`config.mk`:
```
export PLATFORM = sky130hd
export DESIGN_NAME = pip_mem_wb
export DESIGN_NICKNAME = d
export VERILOG_FILES = /design/src/rtl/pip_pkg.sv /design/src/rtl/load_align.sv /design/src/rtl/pip_mem_wb.sv
export SDC_FILE = /design/constraint.sdc
export NUM_CORES = 1
export LEC_CHECK = 0
export CORE_UTILIZATION = 39
export DETAILED_ROUTE_END_ITERATION = 7
export GPL_ROUTABILITY_DRIVEN = 0
export PLACE_DENSITY = 0.81
export SETUP_SLACK_MARGIN = 0.02
export SLEW_MARGIN = 5
export SYNTH_ARGS = -nofsm -noshare
export SYNTH_HDL_FRONTEND = slang
export SYNTH_SLANG_ARGS = --single-unit
```
`constraint.sdc`:
```
create_clock -name clk -period 2.77 [get_ports clk]
set_clock_uncertainty 0.2 [all_clocks]
set_input_delay 0.554 -clock clk [delete_from_list [all_inputs] [get_ports clk]]
set_output_delay 0.554 -clock clk [all_outputs]
set_load 0.02 [all_outputs]
```
`src/rtl/pip_pkg.sv`:
```
// Shared definitions for the MEM/WB slice: load funct3 codes and MEM-stage FSM states.
// No logic; imported by load_align and pip_mem_wb.
// Reserved funct3 values (011, 11x) have no name here and fall through to word handling.
package pip_pkg;

    localparam logic [2:0] LB_F3  = 3'b000;
    localparam logic [2:0] LH_F3  = 3'b001;
    localparam logic [2:0] LW_F3  = 3'b010;
    localparam logic [2:0] LBU_F3 = 3'b100;
    localparam logic [2:0] LHU_F3 = 3'b101;

    typedef enum logic {
        MEM_IDLE = 1'b0,
        MEM_WAIT = 1'b1
    } mem_state_e;

endpackage

```
`src/rtl/load_align.sv`:
```
// Byte/halfword lane select with sign or zero extension for loads, plus misalignment detect.
// Latency: purely combinational.
// Backpressure: none; the result is consumed by the MEM/WB register in the same cycle.
module load_align
    import pip_pkg::*;
(
    input  logic [31:0] rdata,
    input  logic [1:0]  addr,
    input  logic [2:0]  ctrl,
    output logic [31:0] result,
    output logic        misalign
);

    logic [31:0] shifted;
    logic [7:0]  byte_sel;
    logic [15:0] half_sel;

    always_comb begin
        shifted  = rdata >> {addr, 3'b000};
        byte_sel = shifted[7:0];
        half_sel = addr[1] ? rdata[31:16] : rdata[15:0];
    end

    always_comb begin
        result   = rdata;
        misalign = 1'b0;
        case (ctrl)
            LB_F3: begin
                result = {{24{byte_sel[7]}}, byte_sel};
            end
            LBU_F3: begin
                result = {24'h0, byte_sel};
            end
            LH_F3: begin
                result   = {{16{half_sel[15]}}, half_sel};
                misalign = addr[0];
            end
            LHU_F3: begin
                result   = {16'h0, half_sel};
                misalign = addr[0];
            end
            LW_F3: begin
                result   = rdata;
                misalign = |addr;
            end
            default: begin
                result   = rdata;
                misalign = |addr;
            end
        endcase
    end

endmodule

```
`src/rtl/pip_mem_wb.sv`:
```
// MEM-stage load issue/wait FSM and MEM/WB register producing the writeback triple.
// Latency: 1 cycle to wb_* for ALU ops and zero-wait loads; loads add the memory wait.
// Backpressure: stall held high while a load is outstanding, up to MAX_WAIT cycles.
module pip_mem_wb
    import pip_pkg::*;
#(
    parameter int MAX_WAIT = 15,
    parameter int CW       = 8
) (
    input  logic        clk,
    input  logic        rst,
    input  logic [31:0] alu_out_p,
    input  logic [31:0] dmem_addr_p,
    input  logic [2:0]  dmem_ctrl_p,
    input  logic [4:0]  rd_p,
    input  logic        rdEn_p,
    input  logic        DMwriteEn_p,
    input  logic        mem_rd_p,
    input  logic [31:0] dmem_rdata,
    input  logic        dmem_rvalid,
    output logic        dmem_req,
    output logic [31:0] dmem_raddr,
    output logic        stall,
    output logic [31:0] wb_data,
    output logic [4:0]  wb_rd,
    output logic        wb_en,
    output logic        misalign,
    output logic        timeout_err
);

    localparam logic [CW-1:0] MAX_CNT = CW'(MAX_WAIT);

    mem_state_e  state_q, state_d;
    logic [CW-1:0] cnt_q, cnt_d;
    logic [31:0] wb_data_q, wb_data_d;
    logic [4:0]  wb_rd_q, wb_rd_d;
    logic        wb_en_q, wb_en_d;
    logic        misalign_q, misalign_d;
    logic        timeout_err_q, timeout_err_d;

    logic        stall_c;
    logic        req_c;
    logic        is_load;
    logic        rd_nz;
    logic [31:0] la_result;
    logic        la_mis;

    load_align u_load_align (
        .rdata    (dmem_rdata),
        .addr     (dmem_addr_p[1:0]),
        .ctrl     (dmem_ctrl_p),
        .result   (la_result),
        .misalign (la_mis)
    );

    // A store that also claims mem_rd is a store: it never reads or writes back.
    assign is_load = mem_rd_p & ~DMwriteEn_p;
    assign rd_nz   = |rd_p;

    always_comb begin
        state_d       = state_q;
        cnt_d         = cnt_q;
        wb_en_d       = 1'b0;
        wb_data_d     = wb_data_q;
        wb_rd_d       = wb_rd_q;
        misalign_d    = 1'b0;
        timeout_err_d = timeout_err_q;
        stall_c       = 1'b0;
        req_c         = 1'b0;

        case (state_q)
            MEM_IDLE: begin
                if (is_load) begin
                    if (la_mis) begin
                        misalign_d = 1'b1;
                    end else if (rdEn_p) begin
                        req_c = 1'b1;
                        if (dmem_rvalid) begin
                            wb_en_d = rd_nz;
                        end else begin
                            stall_c = 1'b1;
                            state_d = MEM_WAIT;
                            cnt_d   = CW'(1);
                        end
                    end
                end else begin
                    wb_en_d = rdEn_p & rd_nz & ~DMwriteEn_p;
                end
            end
            MEM_WAIT: begin
                req_c = 1'b1;
                if (dmem_rvalid) begin
                    wb_en_d = rd_nz;
                    state_d = MEM_IDLE;
                    cnt_d   = '0;
                end else if (cnt_q >= MAX_CNT) begin
                    // Abandon the load: release the pipeline with a bubble.
                    timeout_err_d = 1'b1;
                    state_d       = MEM_IDLE;
                    cnt_d         = '0;
                end else begin
                    stall_c = 1'b1;
                    cnt_d   = cnt_q + CW'(1);
                end
            end
            default: begin
                state_d = MEM_IDLE;
                cnt_d   = '0;
            end
        endcase

        if (wb_en_d) begin
            wb_data_d = is_load ? la_result : alu_out_p;
            wb_rd_d   = rd_p;
        end
    end

    always_ff @(posedge clk) begin
        if (rst) begin
            state_q       <= MEM_IDLE;
            cnt_q         <= '0;
            wb_data_q     <= '0;
            wb_rd_q       <= '0;
            wb_en_q       <= 1'b0;
            misalign_q    <= 1'b0;
            timeout_err_q <= 1'b0;
        end else begin
            state_q       <= state_d;
            cnt_q         <= cnt_d;
            wb_data_q     <= wb_data_d;
            wb_rd_q       <= wb_rd_d;
            wb_en_q       <= wb_en_d;
            misalign_q    <= misalign_d;
            timeout_err_q <= timeout_err_d;
        end
    end

    assign dmem_req    = req_c;
    assign dmem_raddr  = {dmem_addr_p[31:2], 2'b00};
    assign stall       = stall_c;
    assign wb_data     = wb_data_q;
    assign wb_rd       = wb_rd_q;
    assign wb_en       = wb_en_q;
    assign misalign    = misalign_q;
    assign timeout_err = timeout_err_q;

endmodule
```
* Word-level counts from Yosys, hierarchy flattened
Cells that the tools add are included.
** Storage, ports and cells
- Logic and storage cells :: 60
- Memories kept :: 0
- Output and inout bits :: 74
- Bits in latches :: 0
- Register bits :: 49
- Input port bits :: 110
- Bits in read-only memories :: 0
- Bits in writable memories :: 0
** Operators by class
- Equality and inequality tests :: 7
- Shifts and indexed selects :: 1
- Multiplexer cells :: 28
- Bitwise logic cells :: 7
- Div/mod/pow operators :: 0
- $mul :: 0
- Reductions and logical operators :: 8
- $lt $le $gt $ge :: 1
- Add/subtract/negate cells :: 1
** Operators by type and width (count)
- case mux 32 bit (4 select lines) :: 1
- two-way mux 8 bit :: 6
- two-way mux 32 bit :: 1
- right shift 32 x 5 -> 8 bit :: 1
- two-way mux 16 bit :: 1
- case mux 8 bit (2 select lines) :: 1
- two-way mux 1 bit :: 14
- adder 8 x 1 -> 8 bit (second input constant) :: 1
- greater-or-equal comparator 8 x 4 -> 1 bit (second input constant) :: 1
- inequality test 2 bit (second input constant) :: 4
- case mux 1 bit (2 select lines) :: 4
- == test 3 bit (second input constant) :: 2
- OR reduction 2 bit :: 3
- OR reduction 5 bit :: 1
- inverter 1 bit :: 4
- AND reduction 4 bit :: 1
- bitwise AND 1 bit :: 3
- == test 3 x 1 -> 1 bit (second input constant) :: 1
- zero test 3 bit :: 1
- AND reduction 3 bit :: 1
- OR reduction 3 bit :: 1

* Longest topological paths before layout
- Depth in word-level cells :: 6
- Depth in mapped cells :: 7
- Gate-level depth less buffers :: 5

* Hierarchy
A second synthesis with hierarchy kept.
** Unflattened totals
- Cell total of the unflattened synthesis :: 371
- Area total of the unflattened synthesis :: 3165.5 µm²
** By module, submodules not included
- pip_mem_wb :: area each 2553.7 µm², seq. area each 980.9 µm², times used 1, cells each 263
- load_align :: area each 611.8 µm², seq. area each 0.0 µm², times used 1, cells each 108

* Worst setup path before layout
Ideal clock, no wire load.
- Kind :: input port to output port
- From :: in mem_rd_p
- To :: out stall
- Setup slack :: 0.303 ns
- Data required time :: 2.016 ns
- Data arrival time :: 1.713 ns
- Stages on the path :: 6
- Cell sequence :: nor2b_1 -> clkbuf_1 -> buf_2 -> nand3_1 -> mux2_2 -> nor2_1
** Between the ends
- Cells in the longest elaborated chain, start to end :: 3
** RTL lines
- from (decl) :: line pip_mem_wb.sv:18 : input logic mem_rd_p,
- bitwise AND 1 bit :: line pip_mem_wb.sv:57 : assign is_load = mem_rd_p & ~DMwriteEn_p;
- two-way mux 1 bit :: line pip_mem_wb.sv:73 : if (is_load) begin
- case mux 1 bit (2 select lines) :: line pip_mem_wb.sv:71 : case (state_q)
- to (decl) :: line pip_mem_wb.sv:23 : output logic stall,
Every way passes these cells.

* Worst setup path after layout
- From :: in dmem_addr_p[1]
- To :: reg wb_data_q[25] (netlist: wb_data[25])
** Between the ends
- Cells in the longest elaborated chain, start to end :: 5
- Elaborated cells on any way between the ends :: 9
- Classes of those cells :: shift: 1; mux: 7; reduce/logical: 1
** RTL lines
- from (decl) :: line pip_mem_wb.sv:13 : input logic [31:0] dmem_addr_p,
- branches (longest 5 deep; another with right shift 32 x 5 -> 8 bit)
- to (signal assigned) :: line pip_mem_wb.sv:130 : wb_data_q <= wb_data_d;
- to (decl) :: line pip_mem_wb.sv:35 : logic [31:0] wb_data_q, wb_data_d;
Several ways; the timed one is not identified.
A chain may end at the register's enable or synchronous reset.

==> impl_metrics.env <==
export IMPL_drt_wl_total_mm=10.8
export IMPL_num_rows=33
export IMPL_peakVddDrop_mv=0.233
export IMPL_hpwlAfterDp_mm=7.93
export IMPL_vias=3624
export IMPL_tightest_slew_ps=875
export IMPL_pin_count=184
export IMPL_synth_cell_types=49
export IMPL_path_buf_inv=5
export IMPL_critPathKind="in -> reg"
export IMPL_gr_usage_met1=0.311
export IMPL_post_route_util=0.588
export IMPL_cts_clk_slew_worst_paths_ps=100
export IMPL_avgSynthCellArea_um2=8.17
export IMPL_cp_max_fo=19
export IMPL_busiest_layer="met2"
export IMPL_p_per_area_nw_per_um2=383
export IMPL_pre_cts_ws_ps=-469
export IMPL_clock_latency_ps=310
export IMPL_drive_above_1_share=0.151
export IMPL_diodes=0
export IMPL_antenna_found_initial=0
export IMPL_yosysWarnings=0
export IMPL_period_share=0.970
export IMPL_critical_path_most_common_cell="buf_4"
export IMPL_slowest_stage="clkdlybuf4s50_1"
export IMPL_power_uw=1840
export IMPL_use_met3=0.0445
export IMPL_grt_pass1_vias=3447
export IMPL_crit_required_ps=2780
export IMPL_grt_max_degree=38
export IMPL_grtUsageMet2=0.385
export IMPL_cap_violations=0
export IMPL_clock_sinks=49
export IMPL_holdBufCountCts=0
export IMPL_synth_edf_count=0
export IMPL_leakage_uw=0.00172
export IMPL_nFillCells=741
export IMPL_grt_overflow=0
export IMPL_initial_core_util=0.401
export IMPL_synth_seq_area_share=0.299
export IMPL_cts_root_buf="clkbuf_8"
export IMPL_grt_usage=0.239
export IMPL_slew_headroom=0.414
export IMPL_rsz0062_at_grt="yes"
export IMPL_fin_ws_ps=82.6
export IMPL_hold_class="reg -> reg"
export IMPL_reg2regPathDepth=5
export IMPL_die_h_um=93.7
export IMPL_finalHoldViolCount=0
export IMPL_synth_seq_cells=49
export IMPL_slowest_delay_ps=510
export IMPL_dieArea_um2=8780
export IMPL_min_delay_path_depth=2
export IMPL_die_w_um=93.7
export IMPL_first_iter_violations=323
export IMPL_syn_cell_area_um2=3280
export IMPL_wl_per_cell_um=17.6
export IMPL_route_detailed_drc=0
export IMPL_clockBufferDepth=2
export IMPL_setup_violations=0
export IMPL_ys_async_sr_fraction=0
export IMPL_core_um2=8180
export IMPL_drt_antenna_violating_nets=0
export IMPL_drv_slew=0
export IMPL_finalCriticalPeriod_ps=2690
export IMPL_nets=619
export IMPL_synth_flop_cell="dfxtp_1"
export IMPL_status="complete, no violations"
export IMPL_viasPerCell=5.90
export IMPL_cts_tree="done"
export IMPL_critPathLaunchType="input port"
export IMPL_h_tree_depth=2
export IMPL_grt_pass1_wl_mm=16.7
export IMPL_synthToLayoutAreaGrowth_pct=46.6
export IMPL_arrival_ps=2690
export IMPL_port_buffer_count=121
export IMPL_crit_path_end_kind="flop"
export IMPL_numCtsBuffers=5
export IMPL_cp_cell_sequence="clkdlybuf4s50_1, buf_4, mux2i_1, buf_4, o22ai_4, buf_12, a2111oi_1, buf_4, o32ai_1"
export IMPL_critical_path_depth=9
export IMPL_path_delay_family="buffers and inverters"
export IMPL_first_pass_iters=5
export IMPL_max_freq_mhz=372
export IMPL_synthCells=401
[flip-flops by register name, indices dropped and copies added, names as in the netlist]
signal,count
wb_rd,5
cnt_q,8
wb_en,1
wb_data,32
state_q,1
misalign,1
timeout_err,1
[worst reg2reg max path, cell delays in order, from the launching register on]
cell,delay [ps]
dfxtp_1,410
nor4b_4,430
o32ai_2,190
buf_12,180
or4_1,490
o32ai_1,150
[worst paths after layout]
kind,from,endpoint,slack [ps]
setup / recovery,dmem_addr_p[1],wb_data[25],80
hold / removal,cnt_q[7],cnt_q[7],250
setup reg to reg,state_q,wb_data[30],600
hold reg to reg,cnt_q[7],cnt_q[7],250
[layer usage]
| layer | routed length (µm) | vias to the layer above |
|---|---|---|
| met5 | 0 | - |
| met4 | 420 | 0 |
| met3 | 902 | 47 |
| met2 | 4940 | 201 |
| met1 | 4540 | 1674 |
| li1 | - | 1702 |
[cell usage after synthesis (6+ instances only)]
cell type,instances,area (µm²)
a2111oi_0,25,219
a21oi_1,12,60.1
a311oi_1,7,61.3
buf_2,10,50.1
buf_4,33,248
clkbuf_1,25,93.8
dfxtp_1,49,981
inv_1,26,97.6
mux2i_1,11,110
nand2_1,22,82.6
nand2b_1,12,75.1
nand3_1,9,45.0
nand3b_1,6,45.0
nor2_1,32,120
nor2b_1,6,37.5
o21ai_0,14,70.1
o32ai_1,21,184
o32ai_2,8,130
or4_1,23,173
[area by class of cell]
type	count	area [µm²]	share of cell area
sequential	49	981	0.204
inverter	26	97.6	0.0203
multi-input combinational	256	1850	0.385
tap	105	131	0.0273
clock inverter	2	37.5	0.00781
timing repair buffer	170	1630	0.338
clock buffer	6	82.6	0.0172
[per-stage QoR]
step	hold slack [ps]	cells	setup TNS [ps]	area [µm²]
6_report	253	614	0	4800
5_1_grt	290	614	0	4800
4_1_cts	255	614	0	4750
3_5_place_dp	240	606	-7940	4630
3_3_place_gp	225	606	-6010	4630
2_1_floorplan	216	402	0	3280
[kinds of logic after synthesis]
kind of cell,Yosys count,synth area share
mux,12,0.0370
other cells,1,0.00114
flops,49,0.299
buf+inv,97,0.153
fa+ha+maj,1,0.00382
compound gates,116,0.296
simple gates,125,0.210
[report_power, final]
group          internal [µW]  switching (µW)
registers                733            16.3
logic                    278             258
clock network            294             261
total                   1310             536
[layout by cell type, fill, tap and decap left out, types with 3 or more instances in the layout]
cell and count:
o32ai_1 21, mux2i_1 11, dfxtp_1 49, nor3_1 4, a311oi_1 7, buf_12 4, clkbuf_8 6, a221oi_1 3
a31oi_1 3, nand2b_1 12, nor2b_1 5, a211oi_1 3, nand3_1 8, a2111oi_1 13, nand2_1 22, inv_1 26
nor2_1 31, nand3b_1 6, o21ai_0 14, or4_1 23, a21oi_1 12, a2111oi_0 11, buf_4 46, o221ai_1 3
clkdlybuf4s50_1 116, o32ai_2 8
[what timing repair did]
action	4_1_cts	5_1_grt
gates resized for setup	7	23
endpoints found under the setup margin	18	19
gates cloned	0	0
setup buffers	0	0
hold endpoints to repair	0	0
pin swaps	0	0
(Power assumes the default switching activity.)
